==> config.mk <==
export PLATFORM = sky130hd
export DESIGN_NAME = top_multicycle
export DESIGN_NICKNAME = d
export VERILOG_FILES = /design/src/rtl/top_multicycle.sv
export SDC_FILE = /design/constraint.sdc
export NUM_CORES = 2
export LEC_CHECK = 0
export CAP_MARGIN = 20
export CORE_ASPECT_RATIO = 1.4
export CORE_MARGIN = 3
export CORE_UTILIZATION = 40
export DETAILED_ROUTE_END_ITERATION = 10
export DONT_BUFFER_PORTS = 1
export PLACE_DENSITY_LB_ADDON = 0.2
export SLEW_MARGIN = 10
export SYNTH_ARGS = -nofsm -noshare
export SYNTH_HDL_FRONTEND = slang
export SYNTH_SLANG_ARGS = --single-unit
==> constraint.sdc <==
create_clock -name clk -period 15.29 [get_ports clk]
set_clock_uncertainty 0.15 [all_clocks]
set_input_delay 3.058 -clock clk [delete_from_list [all_inputs] [get_ports clk]]
set_output_delay 3.058 -clock clk [all_outputs]
set_load 0.02 [all_outputs]
==> src/rtl/top_multicycle.sv <==
// Multi-cycle MIPS-subset CPU: IF/ID/EX/MEM/WB sequencer with
// req/ready instruction and data memory ports and a retire counter.
module top_multicycle #(
  parameter int data_size = 32,
  parameter int mem_size  = 16,
  parameter int pc_size   = 18,
  parameter int cnt_size  = 32
) (
  input  logic                 clk,
  input  logic                 rst,
  output logic                 IM_req,
  output logic [mem_size-1:0]  IM_Address,
  input  logic                 IM_ready,
  input  logic [data_size-1:0] Instruction,
  output logic                 DM_req,
  output logic                 DM_enable,
  output logic [mem_size-1:0]  DM_Address,
  output logic [data_size-1:0] DM_Write_Data,
  input  logic                 DM_ready,
  input  logic [data_size-1:0] DM_Read_Data,
  output logic [2:0]           state,
  output logic [cnt_size-1:0]  retire_cnt
);

  typedef enum logic [2:0] {
    S_IDLE = 3'd0,
    S_IF   = 3'd1,
    S_ID   = 3'd2,
    S_EX   = 3'd3,
    S_MEM  = 3'd4,
    S_WB   = 3'd5
  } state_e;

  typedef enum logic [3:0] {
    A_ADD, A_SUB, A_AND, A_OR, A_XOR,
    A_NOR, A_SLT, A_SLL, A_SRL, A_SRA
  } alu_e;

  localparam logic [5:0] OP_R    = 6'h00;
  localparam logic [5:0] OP_J    = 6'h02;
  localparam logic [5:0] OP_JAL  = 6'h03;
  localparam logic [5:0] OP_BEQ  = 6'h04;
  localparam logic [5:0] OP_BNE  = 6'h05;
  localparam logic [5:0] OP_ADDI = 6'h08;
  localparam logic [5:0] OP_SLTI = 6'h0a;
  localparam logic [5:0] OP_LW   = 6'h23;
  localparam logic [5:0] OP_SW   = 6'h2b;
  localparam logic [5:0] F_JR    = 6'h08;

  state_e               state_q, state_d;
  logic [pc_size-1:0]   pc_q, pc_d;
  logic [data_size-1:0] ir_q, ir_d;
  logic [data_size-1:0] a_q, a_d;
  logic [data_size-1:0] b_q, b_d;
  logic [data_size-1:0] alu_q, alu_d;
  logic [data_size-1:0] mdr_q, mdr_d;
  logic [cnt_size-1:0]  cnt_q, cnt_d;
  logic [data_size-1:0] rf_q [32];

  logic [5:0] op, fn;
  logic [4:0] rs, rt, rd, shamt;
  assign op    = ir_q[31:26];
  assign rs    = ir_q[25:21];
  assign rt    = ir_q[20:16];
  assign rd    = ir_q[15:11];
  assign shamt = ir_q[10:6];
  assign fn    = ir_q[5:0];

  logic [data_size-1:0] se_imm;
  assign se_imm = {{(data_size-16){ir_q[15]}}, ir_q[15:0]};

  alu_e alu_op;
  logic reg_imm, reg_wr, mem_to_reg;
  logic is_lw, is_sw, is_beq, is_bne;
  logic is_j, is_jal, is_jr;

  always_comb begin
    alu_op     = A_ADD;
    reg_imm    = 1'b0;
    reg_wr     = 1'b0;
    mem_to_reg = 1'b0;
    is_lw      = 1'b0;
    is_sw      = 1'b0;
    is_beq     = 1'b0;
    is_bne     = 1'b0;
    is_j       = 1'b0;
    is_jal     = 1'b0;
    is_jr      = 1'b0;
    unique case (1'b1)
      (op == OP_R) && (fn == F_JR): is_jr = 1'b1;
      (op == OP_R) && (fn != F_JR): begin
        reg_wr = 1'b1;
        unique case (fn)
          6'h20:   alu_op = A_ADD;
          6'h22:   alu_op = A_SUB;
          6'h24:   alu_op = A_AND;
          6'h25:   alu_op = A_OR;
          6'h26:   alu_op = A_XOR;
          6'h27:   alu_op = A_NOR;
          6'h2a:   alu_op = A_SLT;
          6'h00:   alu_op = A_SLL;
          6'h02:   alu_op = A_SRL;
          6'h03:   alu_op = A_SRA;
          default: reg_wr = 1'b0;
        endcase
      end
      op == OP_J:   is_j   = 1'b1;
      op == OP_JAL: is_jal = 1'b1;
      op == OP_BEQ: is_beq = 1'b1;
      op == OP_BNE: is_bne = 1'b1;
      op == OP_ADDI: begin
        reg_imm = 1'b1;
        reg_wr  = 1'b1;
      end
      op == OP_SLTI: begin
        reg_imm = 1'b1;
        reg_wr  = 1'b1;
        alu_op  = A_SLT;
      end
      op == OP_LW: begin
        reg_imm    = 1'b1;
        reg_wr     = 1'b1;
        mem_to_reg = 1'b1;
        is_lw      = 1'b1;
      end
      op == OP_SW: begin
        reg_imm = 1'b1;
        is_sw   = 1'b1;
      end
      default: ;
    endcase
  end

  logic [data_size-1:0] src_b, alu_res;
  always_comb begin
    src_b   = reg_imm ? se_imm : b_q;
    alu_res = '0;
    unique case (alu_op)
      A_ADD:   alu_res = a_q + src_b;
      A_SUB:   alu_res = a_q - src_b;
      A_AND:   alu_res = a_q & src_b;
      A_OR:    alu_res = a_q | src_b;
      A_XOR:   alu_res = a_q ^ src_b;
      A_NOR:   alu_res = ~(a_q | src_b);
      A_SLT:   alu_res[0] = $signed(a_q) < $signed(src_b);
      A_SLL:   alu_res = src_b << shamt;
      A_SRL:   alu_res = src_b >> shamt;
      A_SRA:   alu_res = $signed(src_b) >>> shamt;
      default: alu_res = a_q + src_b;
    endcase
  end

  // next-PC selection; pc_q is stable from IF until retire
  logic [pc_size-1:0]   pc4, pc8, pc_br, jtgt, npc;
  logic [data_size-1:0] br_off;
  logic                 taken;
  assign pc4    = pc_q + pc_size'(4);
  assign pc8    = pc_q + pc_size'(8);
  assign br_off = se_imm << 2;
  assign pc_br  = pc4 + br_off[pc_size-1:0];
  assign jtgt   = {ir_q[pc_size-3:0], 2'b00};
  assign taken  = (is_beq && (a_q == b_q)) ||
                  (is_bne && (a_q != b_q));

  always_comb begin
    npc = pc4;
    unique case (1'b1)
      taken:           npc = pc_br;
      is_jr:           npc = a_q[pc_size-1:0];
      is_j || is_jal:  npc = jtgt;
      default:         npc = pc4;
    endcase
  end

  logic [4:0]           wr_addr;
  logic [data_size-1:0] wr_data;
  logic                 rf_we;
  assign wr_addr = is_jal ? 5'd31 : (reg_imm ? rt : rd);
  assign wr_data = is_jal     ? data_size'(pc8) :
                   mem_to_reg ? mdr_q : alu_q;

  always_comb begin
    state_d = state_q;
    pc_d    = pc_q;
    ir_d    = ir_q;
    a_d     = a_q;
    b_d     = b_q;
    alu_d   = alu_q;
    mdr_d   = mdr_q;
    cnt_d   = cnt_q;
    rf_we   = 1'b0;
    unique case (state_q)
      S_IDLE: state_d = S_IF;
      S_IF: begin
        if (IM_ready) begin
          ir_d    = Instruction;
          state_d = S_ID;
        end
      end
      S_ID: begin
        a_d     = rf_q[rs];
        b_d     = rf_q[rt];
        state_d = S_EX;
      end
      S_EX: begin
        alu_d = alu_res;
        if (is_lw || is_sw) begin
          state_d = S_MEM;
        end else if (reg_wr || is_jal) begin
          state_d = S_WB;
        end else begin
          pc_d    = npc;
          cnt_d   = cnt_q + cnt_size'(1);
          state_d = S_IF;
        end
      end
      S_MEM: begin
        if (DM_ready) begin
          if (is_sw) begin
            pc_d    = pc4;
            cnt_d   = cnt_q + cnt_size'(1);
            state_d = S_IF;
          end else begin
            mdr_d   = DM_Read_Data;
            state_d = S_WB;
          end
        end
      end
      S_WB: begin
        rf_we   = wr_addr != 5'd0;
        pc_d    = npc;
        cnt_d   = cnt_q + cnt_size'(1);
        state_d = S_IF;
      end
      default: state_d = S_IDLE;
    endcase
  end

  always_ff @(posedge clk or negedge rst) begin
    if (!rst) begin
      state_q <= S_IDLE;
      pc_q    <= '0;
      ir_q    <= '0;
      a_q     <= '0;
      b_q     <= '0;
      alu_q   <= '0;
      mdr_q   <= '0;
      cnt_q   <= '0;
      for (int i = 0; i < 32; i++) rf_q[i] <= '0;
    end else begin
      state_q <= state_d;
      pc_q    <= pc_d;
      ir_q    <= ir_d;
      a_q     <= a_d;
      b_q     <= b_d;
      alu_q   <= alu_d;
      mdr_q   <= mdr_d;
      cnt_q   <= cnt_d;
      if (rf_we) rf_q[wr_addr] <= wr_data;
    end
  end

  assign IM_req        = state_q == S_IF;
  assign IM_Address    = pc_q[pc_size-1:2];
  assign DM_req        = state_q == S_MEM;
  assign DM_enable     = (state_q == S_MEM) && is_sw;
  assign DM_Address    = alu_q[mem_size+1:2];
  assign DM_Write_Data = b_q;
  assign state         = state_q;
  assign retire_cnt    = cnt_q;

endmodule

==> flow_summary_export.csv <==
group,metric,value,unit
run_status,status,"finished, final reports clean",
drt,routed.top_layer,"met5",
global_route,grt_overflow,0,
timing,worst_slack,8.69,ns
drt,drc,0,
critical_path,critPathArrivalTime,7.24,ns
clocking,cts_buffers,121,
timing,hold_violations,0,
global_route,grt_pass1_wl,392,mm
drt,first_pass_iters,7,
timing,slew_viol_final,0,
logic_synthesis,yosysUniqueCellTypes,84,
run,maxCapViolations,0,
timing,setup_viol,0,
drt,via_per_inst,6.21,
logic_synthesis,synth_fp_nets,7007,
critical_path,crit_fanout,183,
power_and_ir_drop,leakage,33.0,nW
drt,met2_length,131,mm
clocking,cts_tree,"yes",
critical_path,cp-end-kind,"async pin",
logic_synthesis,synthArstFlopShare,1.00,
cells_and_area,layout.nets,6602,
global_route,grt_usage,0.291,
floorplan,pin_count,170,
clocking,clockBufferDepth,3,
global_route,antenna_found_initial,17,
drt,wl_per_cell,30.6,um
critical_path,crit_type,"primary input to async pin",
clocking,cts.repair.resized,0,
timing,rsz0062_at_grt,"no",
logic_synthesis,synth_top_area_share,0.430,
floorplan,dieArea,0.185,mm2
logic_synthesis,ys.warnings.count,0,
logic_synthesis,avgSynthCellArea,10.5,um2
timing,tightest_slew,1.20,ns
floorplan,core.rowCount,183,
floorplan,core-area,0.178,mm2
clocking,clk_pin_slew,0.07,ns
clocking,cts_setup_buffers,0,
logic_synthesis,syn_inst,6822,
placed_design,dp_slack,7.51,ns
cells_and_area,drive_above_1_share,0.188,
logic_synthesis,synth_edf_count,0,
timing,final.setup.tns,0,ns
logic_synthesis,synth_top_cell_by_area,"dfrtp_1",
logic_synthesis,ys_top_cells_by_count,"nand2_1, dfrtp_1, o21ai_0, mux4_2, clkbuf_1",
power_and_ir_drop,power_density,210,mW/mm2
timing,finalCritPeriodShare,0.432,
placed_design,postPlaceCellArea,0.0740,mm2
timing,slew_headroom,0.201,
critical_path,critPathRequiredTime,15.93,ns
power_and_ir_drop,peakVddDrop,0.227,mV
logic_synthesis,synth_area,0.0719,mm2
placed_design,gp_congestion,0.983,
logic_synthesis,yosysMostFrequentCell,"nand2_1",
clocking,clock-root-buffer,"clkbuf_16",
clocking,hold_buffers,0,
logic_synthesis,ys_ff_latch,1237,
placed_design,hpwl,171,mm
clocking,clock-sinks,1237,
drt,vias,54900,
clocking,htreeDepth,3,
logic_synthesis,netlist_top_cells_area,"dfrtp_1, mux4_2, o21ai_0",
logic_synthesis,yosys_most_used_dff,"dfrtp_1",
cells_and_area,syn_to_final_growth,9.07,%
clocking,worstSkewPairLatency,0.78,ns
floorplan,die_h,508,um
logic_synthesis,seq_area_frac_synth,0.430,
floorplan,die_w,364,um
placed_design,port_buffers,0,
timing,hold_ws,0.245,ns
floorplan,start_util,0.404,
worst_hold_path,hp-class,"flip-flop to flip-flop",
power_and_ir_drop,finalPower,16.5,mW
timing,fmax,151,MHz
cells_and_area,fin_area,0.0785,mm2
drt,drtAntennaViolNets,0,
global_route,grt_pass1_vias,54800,
global_route,grt_max_degree,245,
critical_path,start_kind,"primary input",
timing,fin_crit,6.60,ns
cells_and_area,fillCellCount,16700,
drt,drtIter0Drc,5698,
drt,wl,270,mm
drt,wl_met1,104,mm
drt,met3WireLength,18.0,mm
critical_path,r2r_slack,9.23,ns
## metrics by stage
step / std cells / utilization
3_5_place_dp: 8602 / 0.415
3_3_place_gp: 8598 / 0.415
2_1_floorplan: 6822 / -
5_1_grt: 8834 / 0.440
6_report: 8840 / 0.440
4_1_cts: 8827 / 0.440
## placed cells by master, fill, tap and decap left out, types with 27 or more instances in the layout
master     synthesis  final
a211oi_1          33     30
mux4_2           669    669
a31oi_1           27     27
clkbuf_16          0    123
a21o_1            29     28
ha_1             114    114
inv_1            121    121
nand2_1         1275   1243
nor3_1            59     55
clkbuf_8           0     27
nand3_1           63     63
nand2_4            0     31
xnor2_1          106    106
mux2i_1          168    168
a21oi_1          278    256
buf_4             17    137
mux2_2            88     88
a221oi_1          38     38
nor2_1           267    267
o21ai_0         1146   1146
o211ai_1          27     27
dfrtp_1         1237   1223
## metal layers
metal  track usage  vias to the layer above
li1              -                    24000
met1         0.361                    28100
met2         0.483                     2131
met3        0.0496                      629
met4         0.162                       14
met5             0                        -
## cell type report
type	instances	area, um2	area share
diodes	9	22.5	0.000287
clock buffers	172	3530	0.0450
repair buffers	155	1430	0.0183
well taps	2312	2890	0.0369
multi-input cells	4777	38300	0.488
inverters	125	469	0.00598
flip-flops and latches	1237	31000	0.395
clock inverters	53	836	0.0107
## logic make-up (layout without fill, tap and decap cells)
group,after synthesis,count (layout),synth area share
buf+inv,808,505,0.0436
fa+ha+maj,117,117,0.0207
other cells,0,9,0
simple gates,1826,1826,0.104
flops,1237,1237,0.430
xor+xnor,132,132,0.0161
compound gates,1777,1777,0.139
mux,925,925,0.247
## path summary, 6_finish.rpt
check,start,depth (start not counted),to
max,rst,7,rf_q[955]
min,rf_q[997],0,rf_q[997]
max reg2reg,ir_q[29],17,alu_q[26]
min reg2reg,rf_q[997],0,rf_q[997]
max in group clk,ir_q[29],17,alu_q[26]
min in group asynchronous,rst,0,retire_cnt[9]
## state kept, by name, summed over array words and instances, names as in the netlist
| name | cells |
|---|---|
| rf_q | 1024 |
| DM_Write_Data | 32 |
| a_q | 32 |
| alu_q | 32 |
| ir_q | 32 |
| mdr_q | 32 |
| retire_cnt | 32 |
| pc_q | 18 |
| state | 3 |
## power by group
| group | total (mW) | internal [mW] | leakage [nW] | switching (mW) |
|---|---|---|---|---|
| clock network | 3.30 | 1.91 | 2.14 | 1.39 |
| registers | 4.97 | 3.87 | 16.9 | 1.10 |
| logic | 8.21 | 3.00 | 13.9 | 5.21 |
| total | 16.5 | 8.78 | 33.0 | 7.71 |
## worst max-delay path: stages
cell and delay, ns:
buf_16 0.50, buf_16 0.41, buf_16 0.42, buf_16 0.50, buf_16 0.27, buf_16 0.54, buf_16 0.52
(Power assumes the default switching activity.)
